==> src/rtl/matrix_scan_pkg.sv <==
// Shared types and helpers for the multiplexed LED-matrix scan controller.
package matrix_scan_pkg;

   // Phase of the current column slot.
   typedef enum logic [1:0] {
      PhBlank,
      PhOn,
      PhOff
   } phase_e;

   // System-clock cycles per column slot.
   function automatic int unsigned div_of(input int unsigned clk_ref,
                                          input int unsigned scan_hz);
      return clk_ref / scan_hz;
   endfunction

   // Counter width for a counter running 0..n-1 (at least one bit).
   function automatic int unsigned cnt_w(input int unsigned n);
      return (n < 2) ? 1 : unsigned'($clog2(n));
   endfunction

   // Width of the ON_N product: slot span times brightness.
   function automatic int unsigned on_w(input int unsigned div, input int unsigned pwm_bits);
      return cnt_w(div) + pwm_bits;
   endfunction

   // Slot must be longer than the blanking interval, and a scan needs two columns.
   function automatic bit cfg_ok(input int unsigned div, input int unsigned blank_cyc,
                                 input int unsigned n_col, input int unsigned n_row);
      return (div > blank_cyc) && (n_col >= 2) && (n_row >= 1);
   endfunction

   // Map a logical "lit" bit onto the pin level for the given polarity.
   function automatic logic pol_bit(input logic v, input bit act_low);
      return v ^ act_low;
   endfunction

endpackage

==> src/rtl/matrix_frame_buf.sv <==
// Double-buffered frame store: shadow buffer filled by the valid/ready
// handshake, display buffer updated only when the scanner requests a swap.
module matrix_frame_buf
   import matrix_scan_pkg::*;
#(
   parameter int unsigned N_COL = 8,
   parameter int unsigned N_ROW = 8,
   parameter int unsigned COL_W = cnt_w(N_COL)
) (
   input  logic                   CLK,
   input  logic                   RST,
   input  logic                   load_valid,
   output logic                   load_ready,
   input  logic [N_ROW*N_COL-1:0] dat,
   input  logic                   swap_req,
   input  logic [COL_W-1:0]       col_sel,
   output logic [N_ROW-1:0]       col_word
);

   localparam int unsigned FRAME_W = N_ROW * N_COL;

   logic [FRAME_W-1:0] shd_q, shd_d;
   logic [FRAME_W-1:0] dsp_q, dsp_d;
   logic               pnd_q, pnd_d;

   // Shadow accepts a frame only while nothing is pending, so a transfer and
   // a swap can never land on the same cycle.
   assign load_ready = ~pnd_q;

   // Next-state for the transfer and boundary swap.
   always_comb begin
      shd_d = shd_q;
      dsp_d = dsp_q;
      pnd_d = pnd_q;
      if (load_valid && !pnd_q) begin
         shd_d = dat;
         pnd_d = 1'b1;
      end else if (swap_req && pnd_q) begin
         dsp_d = shd_q;
         pnd_d = 1'b0;
      end
   end

   // Buffer and pending-flag registers.
   always_ff @(posedge CLK or posedge RST) begin
      if (RST) begin
         shd_q <= '0;
         dsp_q <= '0;
         pnd_q <= 1'b0;
      end else begin
         shd_q <= shd_d;
         dsp_q <= dsp_d;
         pnd_q <= pnd_d;
      end
   end

   // Column read mux; out-of-range selects read as all-dark.
   always_comb begin
      col_word = '0;
      for (int c = 0; c < N_COL; c++) begin
         if (col_sel == COL_W'(c)) begin
            col_word = dsp_q[c*N_ROW +: N_ROW];
         end
      end
   end

endmodule

==> src/rtl/matrix_scan_ctrl.sv <==
// Multiplexed LED-matrix scan controller: slot/column counters, per-slot
// blanking and PWM, registered row/column drive and frame-sync pulse.
module matrix_scan_ctrl
   import matrix_scan_pkg::*;
#(
   parameter int unsigned CLK_REF     = 48_000_000,
   parameter int unsigned SCAN_HZ     = 8_000,
   parameter int unsigned N_COL       = 8,
   parameter int unsigned N_ROW       = 8,
   parameter int unsigned PWM_BITS    = 4,
   parameter int unsigned BLANK_CYC   = 4,
   parameter bit          STR_ACT_LOW = 1'b0,
   parameter bit          CLM_ACT_LOW = 1'b0
) (
   input  logic                   CLK,
   input  logic                   RST,
   input  logic                   EN,
   input  logic [PWM_BITS-1:0]    BRIGHT,
   input  logic                   LOAD_VALID,
   output logic                   LOAD_READY,
   input  logic [N_ROW*N_COL-1:0] DAT_I,
   output logic [N_ROW-1:0]       STR,
   output logic [N_COL-1:0]       CLM,
   output logic                   FRAME_SYNC
);

   localparam int unsigned DIV   = div_of(CLK_REF, SCAN_HZ);
   localparam int unsigned SC_W  = cnt_w(DIV);
   localparam int unsigned COL_W = cnt_w(N_COL);
   localparam int unsigned ON_W  = on_w(DIV, PWM_BITS);

   localparam logic [SC_W-1:0]  SC_LAST  = SC_W'(DIV - 1);
   localparam logic [SC_W-1:0]  SC_BLANK = SC_W'(BLANK_CYC);
   localparam logic [COL_W-1:0] COL_LAST = COL_W'(N_COL - 1);
   localparam logic [ON_W-1:0]  ON_SPAN  = ON_W'(DIV - BLANK_CYC);
   localparam logic [N_ROW-1:0] STR_IDLE = {N_ROW{pol_bit(1'b0, STR_ACT_LOW)}};
   localparam logic [N_COL-1:0] CLM_IDLE = {N_COL{pol_bit(1'b0, CLM_ACT_LOW)}};

   if (!cfg_ok(DIV, BLANK_CYC, N_COL, N_ROW)) begin : g_cfg_err
      $error("matrix_scan_ctrl: need DIV > BLANK_CYC, N_COL >= 2, N_ROW >= 1");
   end

   logic [SC_W-1:0]  sc_q, sc_d;
   logic [COL_W-1:0] col_q, col_d;
   logic [ON_W-1:0]  on_n_q, on_n_d;
   logic [ON_W-1:0]  on_calc;
   logic [ON_W-1:0]  on_now;
   logic [SC_W-1:0]  sc_rel;
   logic             slot_end;
   logic             col_last;
   logic             swap_req;
   phase_e           phase;
   logic [N_ROW-1:0] col_word;
   logic [N_COL-1:0] clm_hot;
   logic [N_ROW-1:0] str_q, str_d;
   logic [N_COL-1:0] clm_q, clm_d;
   logic             sync_q, sync_d;

   assign slot_end = (sc_q == SC_LAST);
   assign col_last = (col_q == COL_LAST);

   // Frame boundary while scanning, or any cycle while disabled, so a frame
   // loaded during EN=0 is already on display when scanning resumes.
   assign swap_req = ~EN | (slot_end & col_last);

   matrix_frame_buf #(
      .N_COL (N_COL),
      .N_ROW (N_ROW),
      .COL_W (COL_W)
   ) u_frame_buf (
      .CLK        (CLK),
      .RST        (RST),
      .load_valid (LOAD_VALID),
      .load_ready (LOAD_READY),
      .dat        (DAT_I),
      .swap_req   (swap_req),
      .col_sel    (col_q),
      .col_word   (col_word)
   );

   // Slot and column counters; held at zero while disabled.
   always_comb begin
      sc_d  = sc_q;
      col_d = col_q;
      if (!EN) begin
         sc_d  = '0;
         col_d = '0;
      end else if (slot_end) begin
         sc_d  = '0;
         col_d = col_last ? '0 : col_q + 1'b1;
      end else begin
         sc_d = sc_q + 1'b1;
      end
   end

   // ON length for the slot: sampled from BRIGHT at SC=0, held otherwise.
   always_comb begin
      on_calc = (ON_SPAN * ON_W'(BRIGHT)) >> PWM_BITS;
      on_now  = (sc_q == '0) ? on_calc : on_n_q;
      on_n_d  = on_now;
   end

   // Slot phase: blank first, then ON for on_now cycles, then OFF.
   always_comb begin
      sc_rel = sc_q - SC_BLANK;
      phase  = PhOff;
      if (sc_q < SC_BLANK) begin
         phase = PhBlank;
      end else if (ON_W'(sc_rel) < on_now) begin
         phase = PhOn;
      end
   end

   // Next output levels; everything inactive unless scanning and in ON.
   always_comb begin
      str_d   = STR_IDLE;
      clm_d   = CLM_IDLE;
      sync_d  = 1'b0;
      clm_hot = N_COL'(1) << col_q;
      if (EN) begin
         sync_d = (sc_q == '0) && (col_q == '0);
         if (phase == PhOn) begin
            for (int r = 0; r < N_ROW; r++) begin
               str_d[r] = pol_bit(col_word[r], STR_ACT_LOW);
            end
            for (int c = 0; c < N_COL; c++) begin
               clm_d[c] = pol_bit(clm_hot[c], CLM_ACT_LOW);
            end
         end
      end
   end

   // Counter, PWM-length and output registers.
   always_ff @(posedge CLK or posedge RST) begin
      if (RST) begin
         sc_q   <= '0;
         col_q  <= '0;
         on_n_q <= '0;
         str_q  <= STR_IDLE;
         clm_q  <= CLM_IDLE;
         sync_q <= 1'b0;
      end else begin
         sc_q   <= sc_d;
         col_q  <= col_d;
         on_n_q <= on_n_d;
         str_q  <= str_d;
         clm_q  <= clm_d;
         sync_q <= sync_d;
      end
   end

   assign STR        = str_q;
   assign CLM        = clm_q;
   assign FRAME_SYNC = sync_q;

endmodule

==> config.mk <==
export PLATFORM = sky130hd
export DESIGN_NAME = matrix_scan_ctrl
export DESIGN_NICKNAME = d
export VERILOG_FILES = /design/src/rtl/matrix_scan_pkg.sv /design/src/rtl/matrix_frame_buf.sv /design/src/rtl/matrix_scan_ctrl.sv
export SDC_FILE = /design/constraint.sdc
export NUM_CORES = 1
export LEC_CHECK = 0
export BUFFER_PORTS_ARGS = -buffer_cell sky130_fd_sc_hd__buf_2
export CORE_AREA = 3 3 200 202
export CTS_CLUSTER_DIAMETER = 60
export CTS_CLUSTER_SIZE = 30
export DETAILED_ROUTE_END_ITERATION = 10
export DIE_AREA = 0 0 203 205
export HOLD_SLACK_MARGIN = 0.06
export PLACE_DENSITY = 0.39
export SLEW_MARGIN = 20
export SYNTH_ARGS = -nofsm -noshare
export SYNTH_HDL_FRONTEND = slang
export SYNTH_SLANG_ARGS = --single-unit
==> constraint.sdc <==
create_clock -name CLK -period 16.4 [get_ports CLK]
set_input_delay 3.28 -clock CLK [delete_from_list [all_inputs] [get_ports CLK]]
set_output_delay 3.28 -clock CLK [all_outputs]
set_load 0.005 [all_outputs]
# After elaboration in Yosys (flattened, before gate mapping)
# Index checks and enable logic that the tools add are counted.
[word_totals] latchBits=0 ff_bits=179 elab_cells=62 out_inout_bits=18 n_memories=0 in_bits=72 ram_bits=0 rom_bits=0
[classes] n_eq_ne=10 bitwise=5 n_lt_le_gt_ge=2 multipliers=1 addsub=3 div_mod_pow=0 n_mux=23 reduce_logical=8 n_shift=1
[ops] operator="$mux 8" count=12
[ops] operator="$mux 13" count=2
[ops] operator="$lt 13x17->1" count=1
[ops] operator="$mux 17" count=1
[ops] operator="$mul 11x4->15 const A" count=1
[ops] operator="$add 13x1->13 const B" count=1
[ops] operator="$eq 13x13->1 const B" count=1
[ops] operator="$logic_not 13->1" count=1
[ops] operator="$lt 13x3->1 const B" count=1
[ops] operator="$sub 13x3->13 const B" count=1
[ops] operator="$eq 3x3->1 const B" count=4
[ops] operator="$mux 3" count=3
[ops] operator="$shl 1x3->8 const A" count=1
[ops] operator="$eq 3x2->1 const B" count=2
[ops] operator="$mux 2" count=2
[ops] operator="$add 3x1->3 const B" count=1
[ops] operator="$eq 3x1->1 const B" count=1
[ops] operator="$logic_and 1x1->1" count=3
[ops] operator="$logic_not 3->1" count=1
[ops] operator="$mux 1" count=3
[ops] operator="$not 1->1" count=3
[ops] operator="$eq 2x1->1 const B" count=1
[ops] operator="$ne 2x1->1 const B" count=1
[ops] operator="$reduce_and 2->1" count=1
[ops] operator="4 further kinds" count=4

# Depth between registers and ports, before layout
# Gate-level depths: netlist (run 1).
[depth] ltp_word=11 mapped_depth=19 depth_no_buf=18

# By module
# A second synthesis (run 1) with hierarchy kept.
[hier_totals] hier_cells=710 area_unflattened_um2=8977.4
[by_module_without_submodules] module="matrix_frame_buf" cells_per_inst=376 seq_area_each_um2=3228.1 area_each_um2=5610.4 n_inst=1
[by_module_without_submodules] module="matrix_scan_ctrl" cells_per_inst=334 seq_area_each_um2=1251.2 area_each_um2=3367.0 n_inst=1

# Least setup slack after synthesis (run 1)
# No wires, ideal clock.
[synth_path] path_type="input to register" from="input port BRIGHT[1]" to="register str_q[3] (netlist: STR[3])" cell_stages=19 t_arrival_ps=6870 path_slack_ps=9379 n_path_buf=1 setup_time_ps=151 t_required_ps=16249 path_cell_list="ha_1 > inv_1 > fa_1 > inv_1 > ha_1 > or2_2 > a21oi_1 > a31oi_1 > a31oi_1 > xnor2_1 > mux2i_1 > ha_1 > nand4_1 > nor2_1 > nand4_1 > a21o_1 > a31oi_1 > buf_2 > a311oi_1"
[synth_via] elab_chain_cells=8
[synth_lines] item="start: declaration" line_no="matrix_scan_ctrl.sv:18" rtl="input logic [PWM_BITS-1:0] BRIGHT,"
[synth_lines] item="$mul 11x4->15" line_no="matrix_scan_ctrl.sv:98" rtl="on_calc = (ON_SPAN * ON_W'(BRIGHT)) >> PWM_BITS;"
[synth_lines] item="$mux 17" line_no="matrix_scan_ctrl.sv:99" rtl="on_now = (sc_q == '0) ? on_calc : on_n_q;"
[synth_lines] item="$lt 13x17->1" line_no="matrix_scan_ctrl.sv:109" rtl="end else if (ON_W'(sc_rel) < on_now) begin"
[synth_lines] item="$mux 2" line_no="matrix_scan_ctrl.sv:109"
[synth_lines] item="$mux 2" line_no="matrix_scan_ctrl.sv:107" rtl="if (sc_q < SC_BLANK) begin"
[synth_lines] item="$eq 2x1->1" line_no="matrix_scan_ctrl.sv:122" rtl="if (phase == PhOn) begin"
[synth_lines] item="$mux 8" line_no="matrix_scan_ctrl.sv:122"
[synth_lines] item="$mux 8" line_no="matrix_scan_ctrl.sv:120" rtl="if (EN) begin"
[synth_lines] item="via str_d[3]" line_no="matrix_scan_ctrl.sv:55" rtl="logic [N_ROW-1:0] str_q, str_d;"
[synth_lines] item="end signal: assignment" line_no="matrix_scan_ctrl.sv:146" rtl="str_q <= str_d;"
[synth_lines] item="end: declaration" line_no="matrix_scan_ctrl.sv:55"
# The timed path passes the listed nets, and every way through them passes these cells.
# A chain may end at the register's enable or synchronous reset.

# Worst setup path in the final report (run 1)
[layout_path] from="input port BRIGHT[2]" to="register str_q[2] (netlist: STR[2])"
# The elaborated chain is that of the path after synthesis.

==> results of run 1 <==
[metal layers]
layer | GRT usage [%] | vias to the layer above | wire [um]
met4 | 2.67 | 0 | 196
met1 | 14.9 | 2692 | 10800
li1 | - | 2671 | -
met5 | 0 | - | 0
met3 | 2.08 | 11 | 640
met2 | 15.7 | 84 | 9270
[placed cells by master, fill, tap and decap left out, types with 5 or more instances in the layout]
master	instances
a31oi_1	5
nand2_1	50
fa_1	5
nor3_1	7
clkbuf_16	17
and2_1	5
mux2_2	83
buf_4	5
dfrtp_1	179
nand4_1	12
a21oi_1	34
mux2_4	49
nand3_1	8
nand3b_1	8
nor2b_1	9
xor2_1	17
inv_1	33
nor2_1	39
mux2i_1	9
o21ai_0	16
ha_1	43
xnor2_1	12
o221ai_1	8
buf_2	89
a311oi_1	9
[worst max-delay path, cell delays in order]
cell and delay [ns]:
buf_2 0.13, ha_1 0.32, inv_1 0.06, fa_1 0.47, inv_1 0.04, ha_1 0.33, or2_2 0.33, a21oi_1 0.14
a31oi_1 0.09, a31oi_1 0.24, xnor2_1 0.16, mux2i_1 0.12, ha_1 0.31, nand4_1 0.12, nor2_1 0.20, nand4_1 0.11
a21o_1 0.17, a31oi_2 0.71, a311oi_1 0.11
[state kept, by name, summed over array words and instances, names as in the netlist]
signal             cells
CLM                    8
on_n_q                17
sc_q                  13
col_q                  3
u_frame_buf.shd_q     64
FRAME_SYNC             1
u_frame_buf.pnd_q      1
STR                    8
u_frame_buf.dsp_q     64
[power breakdown]
group / internal [W] / switching, W
combinational: 0.000190 / 0.000138
clock: 0.000224 / 0.000181
sequential: 0.000566 / 0.0000757
total: 0.000980 / 0.000395
[stage by stage]
stage / hold slack, ns / instance area (um^2) / worst slack (ns) / instances / util [%]
6_report: 0.478 / 10300 / 9.21 / 1323 / 26.9
5_1_grt: 0.491 / 10300 / 8.79 / 1323 / 26.9
4_1_cts: 0.475 / 10300 / 9.21 / 1323 / 26.9
3_5_place_dp: 0.460 / 9780 / 8.76 / 1292 / 25.4
3_3_place_gp: 0.447 / 9780 / 8.81 / 1292 / 25.4
2_1_floorplan: 0.434 / 8810 / 8.26 / 718 / -
[worst max-delay path by stage]
stage | startpoint | to | slack (ns) | cells after the start
after floorplan | RST | CLM[0]$_DFF_PP0_ | 8.26 | 1
after global placement | BRIGHT[2] | CLM[2]$_DFF_PP0_ | 8.81 | 19
after detailed placement | BRIGHT[2] | CLM[4]$_DFF_PP0_ | 8.76 | 19
after CTS | BRIGHT[2] | STR[1]$_DFF_PP0_ | 9.21 | 19
after global routing | BRIGHT[3] | STR[1]$_DFF_PP0_ | 8.79 | 19
final | BRIGHT[2] | STR[2]$_DFF_PP0_ | 9.21 | 19
[kinds of logic (layout without fill, tap and decap cells)]
group | count (synthesis) | in the layout | synth area share [%]
buffers and inverters | 73 | 160 | 3.73
XOR/XNOR | 29 | 29 | 2.88
AO/OA/AOI/OAI | 91 | 91 | 6.53
adder cells (fa/ha/maj) | 48 | 48 | 7.24
AND/OR/NAND/NOR | 157 | 157 | 8.82
flip-flops | 179 | 179 | 50.8
multiplexers | 141 | 141 | 20.0
[final cells by class]
cell class / instances / area, um^2
Fill cell: 4011 / 28100
Sequential cell: 179 / 4480
Multi-Input combinational cell: 466 / 4040
Tap cell: 518 / 648
Timing Repair Buffer: 94 / 483
Clock buffer: 19 / 433
Inverter: 35 / 136
Clock inverter: 12 / 131
==> flow_metrics.env, run 1 <==
export IMPL_endpoint_kind="register"
export IMPL_reg2reg_slack_ns=12.26
export IMPL_synth_edf_count=0
export IMPL_yosysTopAreaCell="dfrtp_1"
export IMPL_grt_pass1_wl_um=33500
export IMPL_wl_per_cell_um=15.8
export IMPL_ctsLongestPathBuffers=2
export IMPL_htree_levels=4
export IMPL_hold_violations=0
export IMPL_initial_core_util_pct=22.9
export IMPL_via_per_inst=4.13
export IMPL_tritoncts="done"
export IMPL_synthTopCellsByArea="dfrtp_1, mux2_2, mux2_4"
export IMPL_grt_antenna_before_repair=1
export IMPL_clkSinkCount=179
export IMPL_antenna_left=0
export IMPL_fmax_mhz=139
export IMPL_cts_buffers_inserted=17
export IMPL_dpl_hpwl_um=14800
export IMPL_grt_pass1_vias=5873
export IMPL_setup_viol=0
export IMPL_synth_top_area_share_pct=50.8
export IMPL_synth_commonest_cells="dfrtp_1, mux2_2, nand2_1"
export IMPL_crit_fanout=16
export IMPL_wirelength_um=20900
export IMPL_drc=0
export IMPL_seq_area_frac_synth_pct=50.8
export IMPL_outcome="complete, no violations"
export IMPL_whs_endpoint="on_n_q[5]$_DFF_PP0_"
export IMPL_grt_overflow=0
export IMPL_synth_seq_cells=179
export IMPL_synth_nets=838
export IMPL_root_buffer="clkbuf_16"
export IMPL_worst_ep_arrival_time_ns=7.45
export IMPL_fin_total_pwr_w=0.00138
export IMPL_hp_start="on_n_q[5]$_DFF_PP0_"
export IMPL_cap_violations=0
export IMPL_rows=72
export IMPL_required_ns=16.66
export IMPL_slew_headroom_pct=29.6
export IMPL_drt_first_pass_iters=5
export IMPL_worst_hold_path_num_cells=2
export IMPL_synth_area_um2=8810
export IMPL_synth_ff_type="dfrtp_1"
export IMPL_drtIter0Drc=276
export IMPL_drv_slew=0
export IMPL_track_usage_pct=10.3
export IMPL_synth_async_reset_ratio_pct=100
export IMPL_synth_cell_types=48
export IMPL_vdd_drop_max_v=0.0000698
export IMPL_die_w_um=203
export IMPL_cellLeakagePower_nw=4.71
export IMPL_post_cts_buffers=0
export IMPL_die_height_um=205
export IMPL_cts_resized=0
export IMPL_reg2reg_from="sc_q[4]$_DFF_PP0_"
export IMPL_ioPinCount=90
export IMPL_powerDensity_nw_per_um2=133
export IMPL_clock_latency_ns=0.43
export IMPL_cp_start_kind="input pin"
export IMPL_final_layout_size_suffix_gt1_share_pct=32.8
export IMPL_postSynthAreaPerCell_um2=12.3
export IMPL_worst_pin_slew_ns=1.06
export IMPL_clk_pin_slew_ns=0.07
export IMPL_insertedDiodeCount=0
export IMPL_rsz0062_at_grt="false"
export IMPL_syn_instance_count=718
export IMPL_layout_min_cycle_time_ns=7.19
export IMPL_criticalPathCategory="input pin to register"
export IMPL_worstRegToRegCells=12
export IMPL_vias=5458
export IMPL_dieArea_um2=41600
export IMPL_synth_most_common_cell="dfrtp_1"
export IMPL_fin_skew_ns=0.00686
export IMPL_hp_class="register to register"
export IMPL_gp_routability_congestion=0.741
export IMPL_area_growth_syn_to_layout_pct=17.4
export IMPL_ctsHoldBuffers=0
export IMPL_fin_setup_tns_ns=0
export IMPL_placeableCoreArea_um2=38500
export IMPL_period_share_pct=43.8
export IMPL_nNetsFinal=913
export IMPL_grt_max_degree=65
export IMPL_numPortBuffers=89
export IMPL_ys_warn_count=0
export IMPL_timing_rr_end="STR[2]$_DFF_PP0_"
Power figures use the tool's default switching activity.
==> inputs of run 2 (changes only) <==
==> constraint.sdc (replaced) <==
create_clock -name CLK -period 6.9 [get_ports CLK]
set_input_delay 1.38 -clock CLK [delete_from_list [all_inputs] [get_ports CLK]]
set_output_delay 1.38 -clock CLK [all_outputs]
set_load 0.005 [all_outputs]
==> flow_metrics.env, run 2 (synthesis gave the netlist of run 1 again) <==
export IMPL_drv_slew=0
export IMPL_setup_viol=0
export IMPL_gp_routability_congestion=0.749
export IMPL_placeableCoreArea_um2=38500
export IMPL_setup_ws_ns=1.62
export IMPL_powerDensity_nw_per_um2=311
export IMPL_grt_pass1_vias=5833
export IMPL_cts_resized=0
export IMPL_fin_util_pct=26.9
export IMPL_drc=0
export IMPL_slew_headroom_pct=30.4
export IMPL_critical_path_startpoint="BRIGHT[2]"
export IMPL_drtIter0Drc=279
export IMPL_die_w_um=203
export IMPL_post_cts_buffers=0
export IMPL_die_height_um=205
export IMPL_clk_pin_slew_ns=0.07
export IMPL_criticalPathCategory="input pin to register"
export IMPL_grt_max_degree=168
export IMPL_final_cell_mix="dfrtp_1, buf_2, mux2_2, nand2_1, mux2_4"
export IMPL_tritoncts="done"
export IMPL_place_ws_ns=1.14
export IMPL_cp_start_kind="input pin"
export IMPL_track_usage_pct=10.5
export IMPL_grt_pass1_wl_um=33900
export IMPL_worstRegToRegCells=12
export IMPL_reg2reg_from="sc_q[4]$_DFF_PP0_"
export IMPL_root_buffer="clkbuf_16"
export IMPL_worst_ep_arrival_time_ns=5.56
export IMPL_initial_core_util_pct=22.9
export IMPL_htree_levels=4
export IMPL_rsz0062_at_grt="false"
export IMPL_period_share_pct=76.6
export IMPL_ctsLongestPathBuffers=2
export IMPL_vdd_drop_max_v=0.000171
export IMPL_fin_setup_tns_ns=0
export IMPL_timing_rr_end="STR[1]$_DFF_PP0_"
export IMPL_fmax_mhz=189
export IMPL_hold_violations=0
export IMPL_crit_fanout=16
export IMPL_clock_latency_ns=0.44
export IMPL_dpl_hpwl_um=14600
export IMPL_ctsHoldBuffers=0
export IMPL_worst_pin_slew_ns=1.04
export IMPL_endpoint_kind="register"
export IMPL_grt_overflow=0
export IMPL_numPortBuffers=89
export IMPL_ioPinCount=90
export IMPL_nNetsFinal=913
export IMPL_cts_buffers_inserted=17
export IMPL_outcome="complete, no violations"
export IMPL_area_growth_syn_to_layout_pct=17.4
export IMPL_grt_antenna_before_repair=1
export IMPL_drt_first_pass_iters=4
export IMPL_cellLeakagePower_nw=4.71
export IMPL_cap_violations=0
export IMPL_stdcell_count=1324
export IMPL_wl_per_cell_um=15.8
export IMPL_via_per_inst=4.11
export IMPL_endpoint="STR[1]$_DFF_PP0_"
export IMPL_hp_class="register to register"
export IMPL_fin_total_pwr_w=0.00321
export IMPL_rows=72
export IMPL_final_layout_size_suffix_gt1_share_pct=32.9
export IMPL_wirelength_um=20900
export IMPL_vias=5445
export IMPL_dieArea_um2=41600
export IMPL_required_ns=7.18
export IMPL_final_common_cell="dfrtp_1"
export IMPL_clkSinkCount=179
export IMPL_insertedDiodeCount=0
export IMPL_place_inst=1291
export IMPL_fin_skew_ns=0.0137
export IMPL_layout_min_cycle_time_ns=5.28
export IMPL_reg_largest_list="u_frame_buf.dsp_q (64), u_frame_buf.shd_q (64), on_n_q (17)"
export IMPL_antenna_left=0
export IMPL_reg2reg_slack_ns=2.78
==> run 2: power breakdown <==
part           internal [W]  switching [W]
sequential          0.00134       0.000179
combinational      0.000453       0.000328
clock              0.000466       0.000442
==> run 2: worst min-delay path by stage <==
stage	cells after the start	endpoint	slack, ns	startpoint
after global placement	2	on_n_q[5]$_DFF_PP0_	0.45	on_n_q[5]$_DFF_PP0_
after floorplan	2	on_n_q[5]$_DFF_PP0_	0.43	on_n_q[5]$_DFF_PP0_
after global routing	1	on_n_q[12]$_DFF_PP0_	0.50	on_n_q[12]$_DFF_PP0_
after CTS	2	on_n_q[5]$_DFF_PP0_	0.48	on_n_q[5]$_DFF_PP0_
after detailed placement	2	on_n_q[5]$_DFF_PP0_	0.46	on_n_q[5]$_DFF_PP0_
final	2	on_n_q[5]$_DFF_PP0_	0.47	on_n_q[5]$_DFF_PP0_
==> run 2: area by class of cell <==
class	instances	area (um^2)
Fill cell	4089	28100
Sequential cell	179	4480
Clock buffer	19	433
Timing Repair Buffer	94	515
Inverter	35	136
Clock inverter	13	100
Multi-Input combinational cell	466	4040
Tap cell	518	648
==> run 2: metrics by stage <==
step	hold WS (ns)	instance area, um^2
after global placement	0.449	9790
after floorplan	0.434	8810
after detailed placement	0.456	9790
after CTS	0.476	10300
after global routing	0.504	10300
final	0.473	10300
==> run 2: critical path: stages <==
cell and delay, ns:
buf_2 0.13, ha_1 0.33, inv_1 0.06, fa_1 0.48, inv_1 0.04, ha_1 0.33, or2_2 0.32, a21oi_1 0.15
a31oi_1 0.09, a31oi_1 0.24, xnor2_1 0.16, mux2i_1 0.11, ha_1 0.31, nand4_1 0.11, nor2_1 0.20, nand4_1 0.12
a21o_1 0.17, a31oi_2 0.69, a311oi_1 0.11
==> run 2: per-layer routing <==
metal,track usage [%],wire (um),part of all wire [%]
met5,0,0,0
met3,2.08,620,3.0
met4,3.76,382,1.8
met2,15.5,9200,44
met1,15.2,10700,51
==> inputs of run 3 (changes only) <==
==> constraint.sdc (replaced) <==
create_clock -name CLK -period 5.5 [get_ports CLK]
set_input_delay 1.1 -clock CLK [delete_from_list [all_inputs] [get_ports CLK]]
set_output_delay 1.1 -clock CLK [all_outputs]
set_load 0.005 [all_outputs]
==> flow_metrics.env, run 3 (synthesis gave the netlist of run 1 again) <==
export IMPL_fmax_mhz=213
export IMPL_register_area_um2=4480
export IMPL_outcome="complete, no violations"
export IMPL_hold_violations=0
export IMPL_clkSinkCount=179
export IMPL_place_inst=1295
export IMPL_slew_headroom_pct=33.0
export IMPL_fin_area_um2=10500
export IMPL_cp_start_kind="input pin"
export IMPL_drv_slew=0
export IMPL_die_w_um=203
export IMPL_cts_resized=0
export IMPL_track_usage_pct=10.5
export IMPL_endpoint_kind="register"
export IMPL_powerDensity_nw_per_um2=413
export IMPL_wirelength_um=21000
export IMPL_grt_pass1_vias=5855
export IMPL_final_layout_size_suffix_gt1_share_pct=33.3
export IMPL_placeableCoreArea_um2=38500
export IMPL_numPortBuffers=89
export IMPL_final_common_cell="dfrtp_1"
export IMPL_fin_skew_ns=0.00956
export IMPL_hp_class="register to register"
export IMPL_cellLeakagePower_nw=4.80
export IMPL_gp_routability_congestion=0.766
export IMPL_rows=72
export IMPL_grt_antenna_before_repair=1
export IMPL_postPlaceCellArea_um2=9820
export IMPL_reg_largest_list="u_frame_buf.dsp_q (64), u_frame_buf.shd_q (64), on_n_q (17)"
export IMPL_final_cell_mix="dfrtp_1, buf_2, mux2_2, nand2_1, mux2_4"
export IMPL_layout_min_cycle_time_ns=4.69
export IMPL_criticalPathCategory="input pin to register"
export IMPL_multi_input_area_um2=4040
export IMPL_vias=5462
export IMPL_wl_per_cell_um=15.8
export IMPL_clock_latency_ns=0.43
export IMPL_cap_violations=0
export IMPL_die_height_um=205
export IMPL_num_fill_cells=4053
export IMPL_tritoncts="done"
export IMPL_fin_setup_tns_ns=0
export IMPL_grt_overflow=0
export IMPL_fin_hold_ws_ns=0.477
export IMPL_area_growth_syn_to_layout_pct=19.4
export IMPL_dpl_hpwl_um=15200
export IMPL_grt_max_degree=85
export IMPL_drt_first_pass_iters=4
export IMPL_period_share_pct=85.3
export IMPL_via_per_inst=4.11
export IMPL_dieArea_um2=41600
export IMPL_rsz0062_at_grt="false"
export IMPL_nNetsFinal=917
export IMPL_drc=0
export IMPL_insertedDiodeCount=0
export IMPL_place_ws_ns=0.340
export IMPL_ctsLongestPathBuffers=2
export IMPL_grt_pass1_wl_um=33800
export IMPL_worst_ep_arrival_time_ns=4.96
export IMPL_antenna_left=0
export IMPL_setup_viol=0
export IMPL_required_ns=5.77
export IMPL_setup_ws_ns=0.811
export IMPL_clk_pin_slew_ns=0.07
export IMPL_crit_fanout=16
export IMPL_initial_core_util_pct=22.9
export IMPL_vdd_drop_max_v=0.000175
export IMPL_root_buffer="clkbuf_16"
export IMPL_post_cts_buffers=0
export IMPL_cts_buffers_inserted=17
export IMPL_htree_levels=4
export IMPL_ioPinCount=90
export IMPL_stdcell_count=1328
export IMPL_ctsHoldBuffers=0
export IMPL_drtIter0Drc=268
export IMPL_worst_pin_slew_ns=1.01
-- run 3: power by group --
| group | total [W] | switching, W | internal (W) |
|---|---|---|---|
| clock network | 0.00145 | 0.000535 | 0.000912 |
| logic | 0.000984 | 0.000413 | 0.000570 |
| registers | 0.00192 | 0.000230 | 0.00169 |
-- run 3: area by class of cell --
type / instances / area share, %
sequential: 179 / 42.6
multi-input combinational: 466 / 38.3
inverter: 35 / 1.28
clock inverter: 13 / 2.41
timing repair buffer: 98 / 5.03
tap: 518 / 6.16
clock buffer: 19 / 4.21
-- run 3: stage by stage --
stage / util, % / total power [W]
after CTS: 27.3 / 0.00443
after detailed placement: 25.5 / 0.00295
final: 27.4 / 0.00435
after global placement: 25.5 / 0.00294
after global routing: 27.4 / 0.00462
after floorplan: - / 0.00265
-- run 3: metal layers --
metal	GRT usage [%]	vias to the layer above	share of wire, %
met5	0	-	0
met4	3.04	0	1.3
met3	2.21	17	3.5
met2	16.2	82	46
met1	14.8	2687	49
li1	-	2676	-
-- run 3: final timing paths --
kind	slack [ns]	start	cells past startpoint	end
hold / removal	0.48	on_n_q[1]$_DFF_PP0_	2	on_n_q[1]$_DFF_PP0_
setup reg to reg	1.79	sc_q[4]$_DFF_PP0_	12	STR[2]$_DFF_PP0_
hold reg to reg	0.48	on_n_q[1]$_DFF_PP0_	2	on_n_q[1]$_DFF_PP0_
min in group asynchronous	0.83	RST	3	u_frame_buf.shd_q[1]$_DFFE_PP0P_
max in group asynchronous	3.50	RST	4	u_frame_buf.dsp_q[57]$_DFFE_PP0P_
setup / recovery	0.81	BRIGHT[2]	20	STR[2]$_DFF_PP0_
-- run 3: critical path: stages --
cell and delay, ns:
buf_2 0.13, ha_1 0.32, inv_1 0.06, fa_1 0.47, inv_1 0.04, ha_1 0.34
or2_2 0.33, o31ai_1 0.08, a31oi_1 0.11, a311oi_1 0.29, xnor2_1 0.18, mux2i_1 0.12
ha_1 0.30, nand4_1 0.11, nor2_1 0.16, nand4_1 0.10, a21o_1 0.17, a31oi_2 0.19
buf_4 0.25, a311oi_1 0.08
